## src/rtl/cpu7_excp_ctl_pkg.sv

```systemverilog
// Shared encodings for the cpu7 exception/return sequencer: ecodes, FSM states,
// event kinds and the one-hot strobe bundle sent to the CSR file.
package cpu7_excp_ctl_pkg;

    localparam int CNT_W = 4;

    typedef logic [5:0] ecode_t;

    localparam ecode_t ECODE_INT = 6'h00;
    localparam ecode_t ECODE_ALE = 6'h09;
    localparam ecode_t ECODE_INE = 6'h0D;
    localparam ecode_t ECODE_NONE = 6'h00;

    typedef enum logic [1:0] {
        EXCP_IDLE     = 2'd0,
        EXCP_FLUSH    = 2'd1,
        EXCP_REDIRECT = 2'd2
    } excp_state_e;

    // The kind decides which CSR supplies the redirect target.
    typedef enum logic [1:0] {
        KIND_NONE = 2'd0,
        KIND_EXC  = 2'd1,
        KIND_RET  = 2'd2
    } excp_kind_e;

    typedef struct packed {
        logic intr;
        logic ine;
        logic ale;
        logic ertn;
    } excp_strobe_t;

endpackage

```

## src/rtl/cpu7_excp_ctl_if.sv

```systemverilog
// Bundle between execute-stage control, the CSR file and the exception sequencer.
// The sequencer itself connects through the slave modport.
interface cpu7_excp_ctl_if #(
    parameter int GRLEN = 32,
    parameter int NIRQ  = 8
);
    logic             valid_e;
    logic             ale_e;
    logic             illinst_e;
    logic             ertn_e;
    logic [GRLEN-1:0] pc_e;
    logic [GRLEN-1:0] badv_e;
    logic [NIRQ-1:0]  irq;
    logic             crmd_ie;
    logic [GRLEN-1:0] csr_eentry;
    logic [GRLEN-1:0] csr_era;

    logic             excp_int;
    logic             excp_ale;
    logic             excp_illinst;
    logic             excp_ertn;
    logic [GRLEN-1:0] excp_pc;
    logic [GRLEN-1:0] excp_badv;
    logic [5:0]       excp_ecode;
    logic [NIRQ-1:0]  irq_pending;
    logic             flush;
    logic             stall_ifu;
    logic             redirect_valid;
    logic [GRLEN-1:0] redirect_pc;

    modport slave (
        input  valid_e, ale_e, illinst_e, ertn_e, pc_e, badv_e, irq, crmd_ie,
               csr_eentry, csr_era,
        output excp_int, excp_ale, excp_illinst, excp_ertn, excp_pc, excp_badv,
               excp_ecode, irq_pending, flush, stall_ifu, redirect_valid, redirect_pc
    );

    modport master (
        output valid_e, ale_e, illinst_e, ertn_e, pc_e, badv_e, irq, crmd_ie,
               csr_eentry, csr_era,
        input  excp_int, excp_ale, excp_illinst, excp_ertn, excp_pc, excp_badv,
               excp_ecode, irq_pending, flush, stall_ifu, redirect_valid, redirect_pc
    );

endinterface

```

## src/rtl/cpu7_irq_sync.sv

```systemverilog
// Two-flop synchroniser for the asynchronous, level-sensitive interrupt lines.
module cpu7_irq_sync #(
    parameter int NIRQ = 8
) (
    input  logic            clk,
    input  logic            resetn,
    input  logic [NIRQ-1:0] i_irq,
    output logic [NIRQ-1:0] o_irq_pending
);

    logic [NIRQ-1:0] r_meta;
    logic [NIRQ-1:0] r_sync;

    // NOTE: non-blocking assignments keep r_sync one edge behind r_meta; blocking
    // ones would collapse the two stages into a single flop.
    always_ff @(posedge clk or negedge resetn) begin
        if (!resetn) begin
            r_meta <= '0;
            r_sync <= '0;
        end else begin
            r_meta <= i_irq;
            r_sync <= r_meta;
        end
    end

    assign o_irq_pending = r_sync;

endmodule

```

## src/rtl/cpu7_excp_ctl.sv

```systemverilog
// Exception/return sequencer: accepts one event from _e, strobes the CSR file,
// holds the front end through a fixed flush window, then redirects the PC.
module cpu7_excp_ctl
    import cpu7_excp_ctl_pkg::*;
#(
    parameter int GRLEN        = 32,
    parameter int NIRQ         = 8,
    parameter int FLUSH_CYCLES = 2
) (
    input  logic           clk,
    input  logic           resetn,
    cpu7_excp_ctl_if.slave excp_bus
);

    localparam logic [CNT_W-1:0] CNT_LOAD = CNT_W'(FLUSH_CYCLES - 1);

    excp_state_e      r_state;
    excp_state_e      w_state_nxt;
    logic [CNT_W-1:0] r_cnt;
    excp_kind_e       r_kind;
    ecode_t           r_ecode;
    logic [GRLEN-1:0] r_pc;
    logic [GRLEN-1:0] r_badv;
    excp_strobe_t     r_strobe;

    logic [NIRQ-1:0]  w_irq_pending;
    logic             w_int_req;
    logic             w_any_event;
    logic             w_accept;
    excp_strobe_t     w_win;
    excp_kind_e       w_win_kind;
    ecode_t           w_win_ecode;

    logic             w_flush;
    logic             w_stall_ifu;
    logic             w_redirect_valid;
    logic [GRLEN-1:0] w_redirect_pc;

    cpu7_irq_sync #(
        .NIRQ (NIRQ)
    ) u_irq_sync (
        .clk           (clk),
        .resetn        (resetn),
        .i_irq         (excp_bus.irq),
        .o_irq_pending (w_irq_pending)
    );

    assign w_int_req   = (|w_irq_pending) & excp_bus.crmd_ie;
    assign w_any_event = w_int_req | excp_bus.illinst_e | excp_bus.ale_e | excp_bus.ertn_e;
    // Only IDLE accepts, so stale _e flags during FLUSH/REDIRECT are ignored.
    assign w_accept    = (r_state == EXCP_IDLE) & excp_bus.valid_e & w_any_event;

    // Fixed priority: int > illinst > ale > ertn; losers die with the instruction.
    always_comb begin
        // NOTE: every output of this block gets a default first so no path
        // leaves one unassigned, which would infer a latch.
        w_win       = '0;
        w_win_kind  = KIND_NONE;
        w_win_ecode = ECODE_NONE;
        if (w_int_req) begin
            w_win.intr  = 1'b1;
            w_win_kind  = KIND_EXC;
            w_win_ecode = ECODE_INT;
        end else if (excp_bus.illinst_e) begin
            w_win.ine   = 1'b1;
            w_win_kind  = KIND_EXC;
            w_win_ecode = ECODE_INE;
        end else if (excp_bus.ale_e) begin
            w_win.ale   = 1'b1;
            w_win_kind  = KIND_EXC;
            w_win_ecode = ECODE_ALE;
        end else if (excp_bus.ertn_e) begin
            w_win.ertn  = 1'b1;
            w_win_kind  = KIND_RET;
            w_win_ecode = ECODE_NONE;
        end
    end

    always_ff @(posedge clk or negedge resetn) begin
        if (!resetn) begin
            r_state <= EXCP_IDLE;
        end else begin
            r_state <= w_state_nxt;
        end
    end

    always_comb begin
        w_state_nxt = r_state;
        unique case (r_state)
            EXCP_IDLE:     if (w_accept) w_state_nxt = EXCP_FLUSH;
            EXCP_FLUSH:    if (r_cnt == '0) w_state_nxt = EXCP_REDIRECT;
            EXCP_REDIRECT: w_state_nxt = EXCP_IDLE;
            default:       w_state_nxt = EXCP_IDLE;
        endcase
    end

    // Event record and flush counter; strobes live exactly one cycle after accept.
    always_ff @(posedge clk or negedge resetn) begin
        if (!resetn) begin
            r_cnt    <= '0;
            r_kind   <= KIND_NONE;
            r_ecode  <= ECODE_NONE;
            r_pc     <= '0;
            r_badv   <= '0;
            r_strobe <= '0;
        end else if (w_accept) begin
            r_cnt    <= CNT_LOAD;
            r_kind   <= w_win_kind;
            r_ecode  <= w_win_ecode;
            r_pc     <= excp_bus.pc_e;
            r_badv   <= excp_bus.badv_e;
            r_strobe <= w_win;
        end else begin
            r_strobe <= '0;
            if (r_state == EXCP_FLUSH && r_cnt != '0) begin
                r_cnt <= r_cnt - CNT_W'(1);
            end
        end
    end

    // The redirect target is read live so it reflects the CSR update of this event.
    always_comb begin
        w_flush          = 1'b0;
        w_stall_ifu      = 1'b0;
        w_redirect_valid = 1'b0;
        w_redirect_pc    = '0;
        unique case (r_state)
            EXCP_FLUSH: begin
                w_flush     = 1'b1;
                w_stall_ifu = 1'b1;
            end
            EXCP_REDIRECT: begin
                w_stall_ifu      = 1'b1;
                w_redirect_valid = 1'b1;
                w_redirect_pc    = (r_kind == KIND_RET) ? excp_bus.csr_era
                                                        : excp_bus.csr_eentry;
            end
            default: ;
        endcase
    end

    assign excp_bus.excp_int       = r_strobe.intr;
    assign excp_bus.excp_illinst   = r_strobe.ine;
    assign excp_bus.excp_ale       = r_strobe.ale;
    assign excp_bus.excp_ertn      = r_strobe.ertn;
    assign excp_bus.excp_pc        = r_pc;
    assign excp_bus.excp_badv      = r_badv;
    assign excp_bus.excp_ecode     = r_ecode;
    assign excp_bus.irq_pending    = w_irq_pending;
    assign excp_bus.flush          = w_flush;
    assign excp_bus.stall_ifu      = w_stall_ifu;
    assign excp_bus.redirect_valid = w_redirect_valid;
    assign excp_bus.redirect_pc    = w_redirect_pc;

endmodule

```

## src/flat_wrapper.sv

```systemverilog
// flat-port wrapper written by rule: the top's interface ports become plain ports
module cpu7_excp_ctl_flat import cpu7_excp_ctl_pkg::*;
#(
    parameter int GRLEN        = 32,
    parameter int NIRQ         = 8,
    parameter int FLUSH_CYCLES = 2
)
  (clk, resetn, excp_bus_valid_e, excp_bus_ale_e, excp_bus_illinst_e, excp_bus_ertn_e, excp_bus_pc_e, excp_bus_badv_e, excp_bus_irq, excp_bus_crmd_ie, excp_bus_csr_eentry, excp_bus_csr_era, excp_bus_excp_int, excp_bus_excp_ale, excp_bus_excp_illinst, excp_bus_excp_ertn, excp_bus_excp_pc, excp_bus_excp_badv, excp_bus_excp_ecode, excp_bus_irq_pending, excp_bus_flush, excp_bus_stall_ifu, excp_bus_redirect_valid, excp_bus_redirect_pc);
  cpu7_excp_ctl_if #(.GRLEN(GRLEN), .NIRQ(NIRQ)) excp_bus_i ();
  input  logic clk;
  input  logic resetn;
  input wire logic [$bits(excp_bus_i.valid_e)-1:0] excp_bus_valid_e;
  input wire logic [$bits(excp_bus_i.ale_e)-1:0] excp_bus_ale_e;
  input wire logic [$bits(excp_bus_i.illinst_e)-1:0] excp_bus_illinst_e;
  input wire logic [$bits(excp_bus_i.ertn_e)-1:0] excp_bus_ertn_e;
  input wire logic [$bits(excp_bus_i.pc_e)-1:0] excp_bus_pc_e;
  input wire logic [$bits(excp_bus_i.badv_e)-1:0] excp_bus_badv_e;
  input wire logic [$bits(excp_bus_i.irq)-1:0] excp_bus_irq;
  input wire logic [$bits(excp_bus_i.crmd_ie)-1:0] excp_bus_crmd_ie;
  input wire logic [$bits(excp_bus_i.csr_eentry)-1:0] excp_bus_csr_eentry;
  input wire logic [$bits(excp_bus_i.csr_era)-1:0] excp_bus_csr_era;
  output wire logic [$bits(excp_bus_i.excp_int)-1:0] excp_bus_excp_int;
  output wire logic [$bits(excp_bus_i.excp_ale)-1:0] excp_bus_excp_ale;
  output wire logic [$bits(excp_bus_i.excp_illinst)-1:0] excp_bus_excp_illinst;
  output wire logic [$bits(excp_bus_i.excp_ertn)-1:0] excp_bus_excp_ertn;
  output wire logic [$bits(excp_bus_i.excp_pc)-1:0] excp_bus_excp_pc;
  output wire logic [$bits(excp_bus_i.excp_badv)-1:0] excp_bus_excp_badv;
  output wire logic [$bits(excp_bus_i.excp_ecode)-1:0] excp_bus_excp_ecode;
  output wire logic [$bits(excp_bus_i.irq_pending)-1:0] excp_bus_irq_pending;
  output wire logic [$bits(excp_bus_i.flush)-1:0] excp_bus_flush;
  output wire logic [$bits(excp_bus_i.stall_ifu)-1:0] excp_bus_stall_ifu;
  output wire logic [$bits(excp_bus_i.redirect_valid)-1:0] excp_bus_redirect_valid;
  output wire logic [$bits(excp_bus_i.redirect_pc)-1:0] excp_bus_redirect_pc;
  assign excp_bus_i.valid_e = excp_bus_valid_e;
  assign excp_bus_i.ale_e = excp_bus_ale_e;
  assign excp_bus_i.illinst_e = excp_bus_illinst_e;
  assign excp_bus_i.ertn_e = excp_bus_ertn_e;
  assign excp_bus_i.pc_e = excp_bus_pc_e;
  assign excp_bus_i.badv_e = excp_bus_badv_e;
  assign excp_bus_i.irq = excp_bus_irq;
  assign excp_bus_i.crmd_ie = excp_bus_crmd_ie;
  assign excp_bus_i.csr_eentry = excp_bus_csr_eentry;
  assign excp_bus_i.csr_era = excp_bus_csr_era;
  assign excp_bus_excp_int = excp_bus_i.excp_int;
  assign excp_bus_excp_ale = excp_bus_i.excp_ale;
  assign excp_bus_excp_illinst = excp_bus_i.excp_illinst;
  assign excp_bus_excp_ertn = excp_bus_i.excp_ertn;
  assign excp_bus_excp_pc = excp_bus_i.excp_pc;
  assign excp_bus_excp_badv = excp_bus_i.excp_badv;
  assign excp_bus_excp_ecode = excp_bus_i.excp_ecode;
  assign excp_bus_irq_pending = excp_bus_i.irq_pending;
  assign excp_bus_flush = excp_bus_i.flush;
  assign excp_bus_stall_ifu = excp_bus_i.stall_ifu;
  assign excp_bus_redirect_valid = excp_bus_i.redirect_valid;
  assign excp_bus_redirect_pc = excp_bus_i.redirect_pc;
  cpu7_excp_ctl #(.GRLEN(GRLEN), .NIRQ(NIRQ), .FLUSH_CYCLES(FLUSH_CYCLES)) u_core (.clk(clk), .resetn(resetn), .excp_bus(excp_bus_i));
endmodule
```

## config.mk

```make
export PLATFORM = sky130hd
export DESIGN_NAME = cpu7_excp_ctl_flat
export DESIGN_NICKNAME = d
export VERILOG_FILES = /design/src/rtl/cpu7_excp_ctl_pkg.sv /design/src/rtl/cpu7_excp_ctl_if.sv /design/src/rtl/cpu7_irq_sync.sv /design/src/rtl/cpu7_excp_ctl.sv /design/src/flat_wrapper.sv
export SDC_FILE = /design/constraint.sdc
export NUM_CORES = 1
export LEC_CHECK = 0
export CAP_MARGIN = 20
export CORE_MARGIN = 4
export CORE_UTILIZATION = 38
export CTS_BUF_LIST = sky130_fd_sc_hd__clkbuf_8
export DETAILED_ROUTE_END_ITERATION = 7
export PLACE_DENSITY = 0.9
export SYNTH_ARGS = -nofsm -noshare
export SYNTH_HDL_FRONTEND = slang
export SYNTH_SLANG_ARGS = --single-unit
```

## constraint.sdc

```tcl
create_clock -name clk -period 2.2 [get_ports clk]
set_input_delay 0.44 -clock clk [delete_from_list [all_inputs] [get_ports clk]]
set_output_delay 0.44 -clock clk [all_outputs]
set_load 0.05 [all_outputs]
```

### Word-level counts from Yosys, hierarchy flattened

Cells that the tools add are included.

| word-level totals | value |
|---|---|
| flip-flop bits (word level) | 98 |
| output and inout port bits | 117 |
| logic and storage cells | 57 |

| operators by class | value |
|---|---|
| add/subtract/negate cells | 1 |
| equal/unequal tests | 5 |
| multiplexer cells | 25 |
| bitwise logic cells | 6 |
| reductions and logical operators | 8 |

Operators with widths:

| cell | number |
|---|---|
| 32-bit two-way mux | 2 |
| 4-bit two-way mux | 4 |
| 2-bit two-way mux | 7 |
| 6-bit two-way mux | 2 |
| 1-bit two-way mux | 8 |
| 8-bit OR reduction | 1 |
| 2-bit == test (second input constant) | 2 |
| 4-bit zero test | 1 |
| 2-bit by 1-bit != test with 1-bit output (second input constant) | 2 |
| 2-bit case mux with 2 select lines | 1 |
| 4-bit nonzero test | 1 |
| 4-bit by 1-bit subtractor with 4-bit output (second input constant) | 1 |
| 1-bit AND | 3 |
| 3-bit two-way mux | 1 |
| 1-bit bitwise OR | 3 |
| 2-bit by 1-bit == test with 1-bit output (second input constant) | 1 |
| 2-bit zero test | 1 |
| 2-bit AND reduction | 1 |
| 2-bit nonzero test | 1 |
| 2-bit OR reduction | 1 |
| 1-bit logical AND | 1 |

### Depth between registers and ports, before layout

Gate-level depths: netlist of the first run.

| logic depth | value |
|---|---|
| depth in word-level cells | 8 |
| mapped depth | 7 |
| gate-level depth less buffers | 6 |

### Cells and area by module

Synthesis of the first run repeated with hierarchy kept, for this count alone.

| unflattened totals | value |
|---|---|
| cells, all modules | 331 |
| area total of the unflattened synthesis | 4075.2 um2 |

Modules (own cells, without submodules):

| module | instances | cells an instance | area an instance (um2) | sequential area each (um2) |
|---|---|---|---|---|
| cpu7_excp_ctl | 1 | 315 | 3674.8 | 1951.9 |
| cpu7_irq_sync | 1 | 16 | 400.4 | 400.4 |

### Least setup slack after synthesis of the first run

No wires, ideal clock.

| timing path | value |
|---|---|
| path type | register -> output |
| start | register u_core.r_state[0] |
| end | output excp_bus_redirect_pc[10] |
| arrival | 2.414 ns |
| required time | 1.760 ns |
| setup slack | -0.654 ns |
| stages on the path, launching flop included | 5 |
| cell sequence | dfrtp_1 > inv_1 > ha_1 > clkbuf_1 > a21boi_0 |

| between the ends | value |
|---|---|
| longest elaborated chain between the ends | 2 |

Ends and longest elaborated chain:

| item | RTL line | text |
|---|---|---|
| start, declared | cpu7_excp_ctl.sv:17 | `excp_state_e r_state;` |
| start signal, assigned | cpu7_excp_ctl.sv:83 | `r_state <= w_state_nxt;` |
| 2-bit == test | cpu7_excp_ctl.sv:127 | `unique case (r_state)` |
| 32-bit two-way mux | cpu7_excp_ctl.sv:127 |  |
| end, declared | flat_wrapper.sv:33 | `output wire logic [$bits(excp_bus_i.redirect_pc)-1:0] excp_bus_redirect_pc;` |

No other way between the ends.

### Worst setup path in the final report of the first run

| timing path | value |
|---|---|
| start | register u_core.r_state[0] |
| end | output excp_bus_redirect_pc[20] |

The elaborated chain is that of the path after synthesis.

==> run summary, run 1 <==
First DRT Iteration DRCs -> 214
Post-synthesis xor/xnor area fraction -> 0.00648
Core Area -> 10400 µm²
Mux contribution to synthesized area -> 0.183
Routed Antenna Nets -> 0
Synth top area share -> 0.580
Clock Sinks -> 94
Top Ports -> 260
Post-CTS setup buffer count -> 0
Reg2reg setup slack -> 0.22 ns
Gpl congestion -> 0.800
Synth Instances -> 328
Total power -> 11.2 mW
CTS max path bufs -> 2
Port Buffers -> 256
CTS tree -> yes
CP peak stage delay -> 0.39 ns
Slew headroom -> 0.589
Top Family by Delay on Critical Path -> buffers and inverters
Area grow syn2layout -> 83.9%
Unrepaired setup endpoints after global routing -> false
CP Depth -> 5
Setup CP Type -> flip-flop to output pin
F_max -> 0.480 GHz
Final WL -> 13700 µm
Met3 WL -> 1530 µm
Total GRT Usage -> 0.221
Length of routed met2 wiring -> 7260 µm
R2R cell count -> 5
Leak Pwr -> 3.10 nW
DRC violations left -> 0
Grt total ovfl -> 0
Hold violation count in the final report -> 0
Core Rows -> 37
Wirelength per Cell -> 18.7 µm
DR pass1 iterations -> 4
WP buf/inv -> 3
Top Metal Used -> met4
Crit path capture type -> output pin
Initial antenna violation count -> 0
Pwr/cell area -> 1500 nW/µm²
Layout filler cell count -> 665
H-tree depth -> 3
Synthesized flop and latch total -> 94
Multi-input logic area -> 1690 µm²
Maxcap violations -> 0
Total of warnings raised by yosys -> 0
Final setup vio count -> 0
Setup Skew -> 0.0106 ns
Most frequent cells in the layout -> 219 x clkdlybuf4s50_1, 94 x dfrtp_1, 68 x nand2_1
Vias in the first global route -> 4003
Netlist Area Pre-Place -> 4050 µm²
Vias post-DR -> 3522
Largest net degree at the start of global routing -> 52
Register Area -> 2350 µm²
Distinct cell type count of the synthesized netlist -> 32
# diodes -> 0
Root buf cell -> clkbuf_8
Final HPWL DP -> 10600 µm
Req. time, crit path -> 1.76 ns
Syn avg cell area -> 12.4 µm²
Main combinational cell family by area after synthesis -> multiplexers
Final min period -> 2.08 ns
Final Util -> 0.719
Reg2reg end -> u_core.excp_bus.excp_pc[0]
Die H -> 111 µm
Worst vdd ir -> 0.00116 V
Worst Hold Class -> input port to async pin
Final Cycle Share -> 0.947
CP Max Fanout -> 33
Synth Area in Simple Gates -> 0.0938
Seq/Total Area, Yosys -> 0.580
Compound-Gate Fraction of Synth Area -> 0.0840
Synth area leader -> dfrtp_1
Layout cells sized above 1 -> 0.266
Clk slew on worst S/H paths -> 0.09 ns
CP Cell Sequence -> inv_1 > ha_1 > buf_12 > a21boi_2 > buf_12
Most common cell after layout, fill and taps aside -> clkdlybuf4s50_1
Die ar. -> 12400 µm²
Wl on met1 -> 4560 µm
Final #Nets -> 738
TritonCTS buffer count -> 9
Worst Path Arrival -> 1.64 ns
Worst r2r src -> u_core.u_irq_sync.o_irq_pending[5]
Adder-cell area share of the yosys netlist -> 0.0154
Top post-synthesis cells by area -> dfrtp_1 58%, mux2_2 17%, nand2_1 6.3%
Startpoint types -> flip-flop
DIE WIDTH -> 111 µm
Status -> complete, no violations
Worst-Margin Slew -> 0.617 ns
Critical path's slowest cell -> dfrtp_1
Initial Util -> 0.391
Global-route wire length before repair -> 21400 µm
Vias/cell -> 4.82
Clk_lat worst skew -> 0.35 ns
Slew Viols, Final -> 0
Most frequent CP cell -> buf_12
-- registers in the layout, indices dropped and copies added, names as in the netlist --
register / cells
u_core.u_irq_sync.o_irq_pending: 8
u_core.r_kind: 2
u_core.r_state: 2
u_core.u_irq_sync.r_meta: 8
u_core.excp_bus.excp_ertn: 1
u_core.excp_bus.excp_badv: 32
u_core.excp_bus.excp_illinst: 1
u_core.r_cnt: 4
u_core.excp_bus.excp_ale: 1
u_core.excp_bus.excp_pc: 32
u_core.excp_bus.excp_int: 1
u_core.excp_bus.excp_ecode: 2
-- layer usage --
layer / vias to the layer above / GRT usage
met2: 200 / 0.407
met3: 23 / 0.0972
met4: 0 / 0.0762
met5: - / 0
met1: 1674 / 0.219
li1: 1625 / -
-- worst reg2reg max path, stage by stage, from the launching register on --
cell and delay [ns]:
dfrtp_1 0.40, nor4_1 0.40, a21boi_2 0.16, o21ai_4 0.26, buf_12 0.26, mux2_2 0.39
-- through the flow --
| stage | hold slack [ns] | std cells | setup slack (ns) | area, µm² | TNS, ns |
|---|---|---|---|---|---|
| 6_report | 0.0925 | 731 | 0.116 | 7460 | 0 |
| 5_1_grt | 0.128 | 731 | 0.000645 | 7460 | 0 |
| 4_1_cts | 0.106 | 731 | 0.0460 | 7430 | 0 |
| 3_5_place_dp | 0.336 | 715 | -0.113 | 7240 | -4.87 |
| 3_3_place_gp | 0.332 | 715 | -0.0430 | 7240 | -1.77 |
| 2_1_floorplan | 0.144 | 330 | 0.00399 | 4180 | 0 |
-- power by group --
part | leakage [nW] | internal (mW) | switching (mW) | total (mW)
sequential | 1.12 | 2.43 | 0.404 | 2.84
combinational | 1.87 | 2.85 | 4.37 | 7.22
clock | 0.110 | 0.545 | 0.565 | 1.11
-- Yosys cell counts --
cell type  count
a22oi_1        1
buf_4          9
a21boi_2       1
xnor2_1        3
o211ai_1       2
a22o_1         1
mux2_1         5
nand2b_1       3
nor3_1         1
nor2_1         4
a2bb2oi_1      1
ha_1           5
mux2_2        60
a21boi_0      32
o221ai_1       1
o21ai_4        1
o21ai_1        1
mux2i_1        1
o2bb2ai_1      1
nor3b_1        1
nand4b_1       1
or3_1          1
o21ai_0        2
buf_6          2
and2_1         6
dfrtp_1       94
conb_1         1
nand2_1       68
nand3b_1       1
nor4_1         3
inv_1          6
clkbuf_1       9
-- final cells by class --
class | count | area share
clock buffers | 10 | 0.0185
clock inverters | 6 | 0.00738
inverters | 6 | 0.00302
multi-input cells | 210 | 0.227
flip-flops and latches | 94 | 0.315
well taps | 136 | 0.0228
repair buffers | 269 | 0.406
-- cells by family (layout without fill, tap and decap cells) --
logic type / count (synthesis) / in the layout
other: 1 / 3
adder cells (fa/ha/maj): 5 / 5
AND/OR/NAND/NOR: 89 / 89
buffers and inverters: 26 / 291
XOR/XNOR: 3 / 3
multiplexers: 66 / 66
AO/OA/AOI/OAI: 44 / 44
flip-flops: 94 / 94
-- repair_timing --
| item | in CTS | in global routing |
|---|---|---|
| pin swaps | 0 | 0 |
| resized for setup | 1 | 5 |
| hold buffers | 0 | 0 |
| setup endpoints to repair | 4 | 30 |
-- worst max-delay path by stage --
stage	startpoint	to	slack (ns)
after floorplan	u_core.r_state[0]	excp_bus_redirect_pc[10]	0.004
after global placement	excp_bus_illinst_e	u_core.excp_bus.excp_badv[8]	-0.04
final	u_core.r_state[0]	excp_bus_redirect_pc[20]	0.12
after CTS	u_core.r_kind[1]	excp_bus_redirect_pc[2]	0.05
after detailed placement	excp_bus_illinst_e	u_core.excp_bus.excp_badv[9]	-0.11
after global routing	u_core.r_kind[0]	excp_bus_redirect_pc[9]	0.0006
No activity file was read; power rests on OpenSTA's default activity.
==> run 2, diff against run 1 <==
--- a/config.mk
+++ b/config.mk
@@ -5,12 +5,13 @@
 export SDC_FILE = /design/constraint.sdc
 export NUM_CORES = 1
 export LEC_CHECK = 0
+export ABC_AREA = 1
 export CAP_MARGIN = 20
 export CORE_MARGIN = 4
-export CORE_UTILIZATION = 38
+export CORE_UTILIZATION = 37
 export CTS_BUF_LIST = sky130_fd_sc_hd__clkbuf_8
 export DETAILED_ROUTE_END_ITERATION = 7
-export PLACE_DENSITY = 0.9
+export PLACE_DENSITY = 0.89
 export SYNTH_ARGS = -nofsm -noshare
 export SYNTH_HDL_FRONTEND = slang
 export SYNTH_SLANG_ARGS = --single-unit
==> run 2 against run 1 <==
  * Synthesized area fell by 1.2%
  * Fmax fell by 1.7%
  * Clock skew rose by 0.00087 ns
  * Largest power group unchanged
  * Design area fell by 6.2%
==> run summary, run 2 <==
Final #Nets -> 877 (+19%)
Unrepaired setup endpoints after global routing -> false
TritonCTS buffer count -> 9 (unchanged)
Initial antenna violation count -> 0 (unchanged)
Comb pwr share -> 0.597 (-0.050)
DR pass1 iterations -> 4 (unchanged)
DIE WIDTH -> 112 µm (+0.66%)
Async S/R FF share, synth -> 1.00 (unchanged)
Top cells by instance count after synthesis -> 209 x nand2_1, 94 x dfrtp_1, 77 x nor2_1
Synth area leader -> dfrtp_1
Pwr/cell area -> 1480 nW/µm² (-1.3%)
Clk_lat worst skew -> 0.36 ns (about the same)
Core Area -> 10400 µm² (+0.45%)
DRC violations left -> 0 (unchanged)
Final HPWL DP -> 10900 µm (+2.8%)
Port Buffers -> 256 (unchanged)
Final Cycle Share -> 0.964 (+0.0167)
Seq pwr share -> 0.270 (+0.016)
CP Cell Sequence -> clkdlybuf4s50_1
Worst Hold Class -> input port to async pin
Vias/cell -> 4.74 (-1.7%)
CTS max path bufs -> 2 (unchanged)
CTS tree -> yes
Final setup vio count -> 0 (unchanged)
CP peak stage delay -> 0.85 ns (+0.46 ns)
Vias in the first global route -> 4271 (+6.7%)
Grt total ovfl -> 0 (unchanged)
Core Rows -> 37 (unchanged)
Synth Instances -> 478 (+46%)
F_max -> 0.472 GHz (-1.7%)
Total GRT Usage -> 0.222 (+0.00107)
Root buf cell -> clkbuf_8
Final min period -> 2.12 ns (+0.0367 ns)
Sw Pwr -> 5.19 mW (-2.9%)
Clock power share -> 0.133 (+0.034)
Clock Sinks -> 94 (unchanged)
H-tree depth -> 3 (unchanged)
Critical path's slowest cell -> clkdlybuf4s50_1
Seq/Total Area, Yosys -> 0.587 (+0.00725)
Primary FF master, synth -> dfrtp_1
Layout cells sized above 1 -> 0.135 (-0.131)
Final WL -> 14200 µm (+3.8%)
Status -> complete, no violations
First DRT Iteration DRCs -> 321 (+50%)
Leak Pwr -> 3.33 nW (+7.3%)
Setup Skew -> 0.0115 ns (+0.000866 ns)
Top Family by Delay on Critical Path -> buffers and inverters
Gpl congestion -> 0.936 (+17%)
Crit path capture type -> output pin
Post-synth EDFFs -> 0 (unchanged)
Setup WS post-layout -> 0.0793 ns (-0.0367 ns)
Top post-synthesis cells by area -> dfrtp_1 59%, nand2_1 20%, nor2_1 7.2%
Worst Path Arrival -> 1.68 ns (+0.04 ns)
Netlist Area Pre-Place -> 4000 µm² (-1.2%)
Slew headroom -> 0.600 (+0.0114)
P_int -> 5.15 mW (-12%)
Global-route wire length before repair -> 22300 µm (+4.0%)
Area grow syn2layout -> 74.7%
Total of warnings raised by yosys -> 0 (unchanged)
Die H -> 112 µm (+0.66%)
Initial Util -> 0.384 (-0.00654)
WP buf/inv -> 1 (-2)
Top Ports -> 260 (unchanged)
Slew Viols, Final -> 0 (unchanged)
Count leader, synth -> nand2_1
Syn avg cell area -> 8.38 µm² (-32%)
Vias post-DR -> 4121 (+17%)
Routed Antenna Nets -> 0 (unchanged)
Largest net degree at the start of global routing -> 66 (+27%)
Distinct cell type count of the synthesized netlist -> 23 (-28%)
Maxcap violations -> 0 (unchanged)
CP Max Fanout -> 3 (-91%)
Hold violation count in the final report -> 0 (unchanged)
Layout filler cell count -> 804 (+21%)
Synthesized flop and latch total -> 94 (unchanged)
Post-CTS setup buffer count -> 0 (unchanged)
Startpoint types -> flip-flop
Most frequent cells in the layout -> 220 x clkdlybuf4s50_1, 209 x nand2_1, 94 x dfrtp_1
Worst vdd ir -> 0.00133 V (+15%)
Clk slew on worst S/H paths -> 0.09 ns (about the same)
Synth top area share -> 0.588 (+0.00725)
Req. time, crit path -> 1.76 ns (about the same)
Setup CP Type -> flip-flop to output pin
Most common cell after layout, fill and taps aside -> clkdlybuf4s50_1
Final Util -> 0.672 (-0.0474)
Sw Ratio -> 0.502 (+0.0233)
Die ar. -> 12500 µm² (+1.3%)
Pre-CTS setup slack -> 0.245 ns (+0.357 ns)
Setup TNS -> 0 ns (unchanged)
Worst-Margin Slew -> 0.598 ns (-0.0190 ns)
Wirelength per Cell -> 16.3 µm (-13%)
# diodes -> 0 (unchanged)
==> run 2: kinds of logic (layout without fill, tap and decap cells) <==
family                     Yosys count  after routing  synth area share
and+or+nand+nor                    295            295             0.281
DFF                                 94             94             0.588
AOI/OAI and AO/OA                   41             41            0.0541
buffers and inverters               41            295            0.0587
adders and majority gates            5              5            0.0156
other                                1              3          0.000937
xor gates and xnor gates             1              1           0.00219
==> run 2: cell type report <==
class	instances	area, µm²	area share
sequential	94	2350	0.336
clock inverter	7	120	0.0172
clock buffer	9	124	0.0177
multi-input combinational	345	1510	0.216
timing repair buffer	267	2670	0.382
inverter	12	45.0	0.00644
tap	136	170	0.0243
==> run 2: timing repair <==
item | 4_1_cts | 5_1_grt
hold buffers | 0 | 0
gates resized for setup | 1 | 8
cloned | 0 | 1
setup endpoints to repair | 1 | 28
pin swaps | 0 | 1
==> run 2: routing by layer <==
layer	vias to the layer above	GRT usage	routed length (µm)
met3	21	0.0620	1050
li1	1961	-	-
met5	-	0	0
met1	1945	0.255	5410
met4	0	0.0697	299
met2	194	0.401	7460
==> run 2: path summary, 6_finish.rpt <==
check                      depth (start not counted)                               start  slack (ns)                            endpoint
max                                                1       u_core.excp_bus.excp_ecode[0]        0.08              excp_bus_excp_ecode[3]
min                                                1                              resetn       0.003         u_core.excp_bus.excp_pc[23]
max reg2reg                                        9  u_core.u_irq_sync.o_irq_pending[2]        0.50                   u_core.r_state[1]
min reg2reg                                        0         u_core.u_irq_sync.r_meta[0]        0.35  u_core.u_irq_sync.o_irq_pending[0]
max in group asynchronous                          2                              resetn        1.62         u_core.excp_bus.excp_pc[11]
min in group clk                                   0         u_core.u_irq_sync.r_meta[0]        0.35  u_core.u_irq_sync.o_irq_pending[0]
==> run 2: metrics by stage <==
step	cell area (µm²)	cells	hold WS (ns)	power, mW
floorplan	4090	480	0.144	6.71
global placement	6690	853	0.332	8.79
detailed placement	6690	853	0.336	8.93
CTS	6940	869	0.00376	10.3
global route	7000	870	0.0138	10.9
finish	7000	870	0.00257	10.3
==> run 2: power by group through the flow <==
stage / sequential [mW] / combinational (mW) / clock [mW]
6_report: 2.80 / 6.17 / 1.37
5_1_grt: 2.88 / 6.51 / 1.48
4_1_cts: 2.79 / 6.15 / 1.40
3_5_place_dp: 2.79 / 6.14 / 0
3_3_place_gp: 2.77 / 6.01 / 0
2_1_floorplan: 4.81 / 1.90 / 0
==> run 3, diff against run 2 <==
--- a/config.mk
+++ b/config.mk
@@ -10,6 +10,7 @@
 export CORE_MARGIN = 4
 export CORE_UTILIZATION = 37
 export CTS_BUF_LIST = sky130_fd_sc_hd__clkbuf_8
+export CTS_CLUSTER_DIAMETER = 80
 export DETAILED_ROUTE_END_ITERATION = 7
 export PLACE_DENSITY = 0.89
 export SYNTH_ARGS = -nofsm -noshare
==> results of run 3 <==
Same layout as run 2: the final DEF is identical, and so are final timing and power.
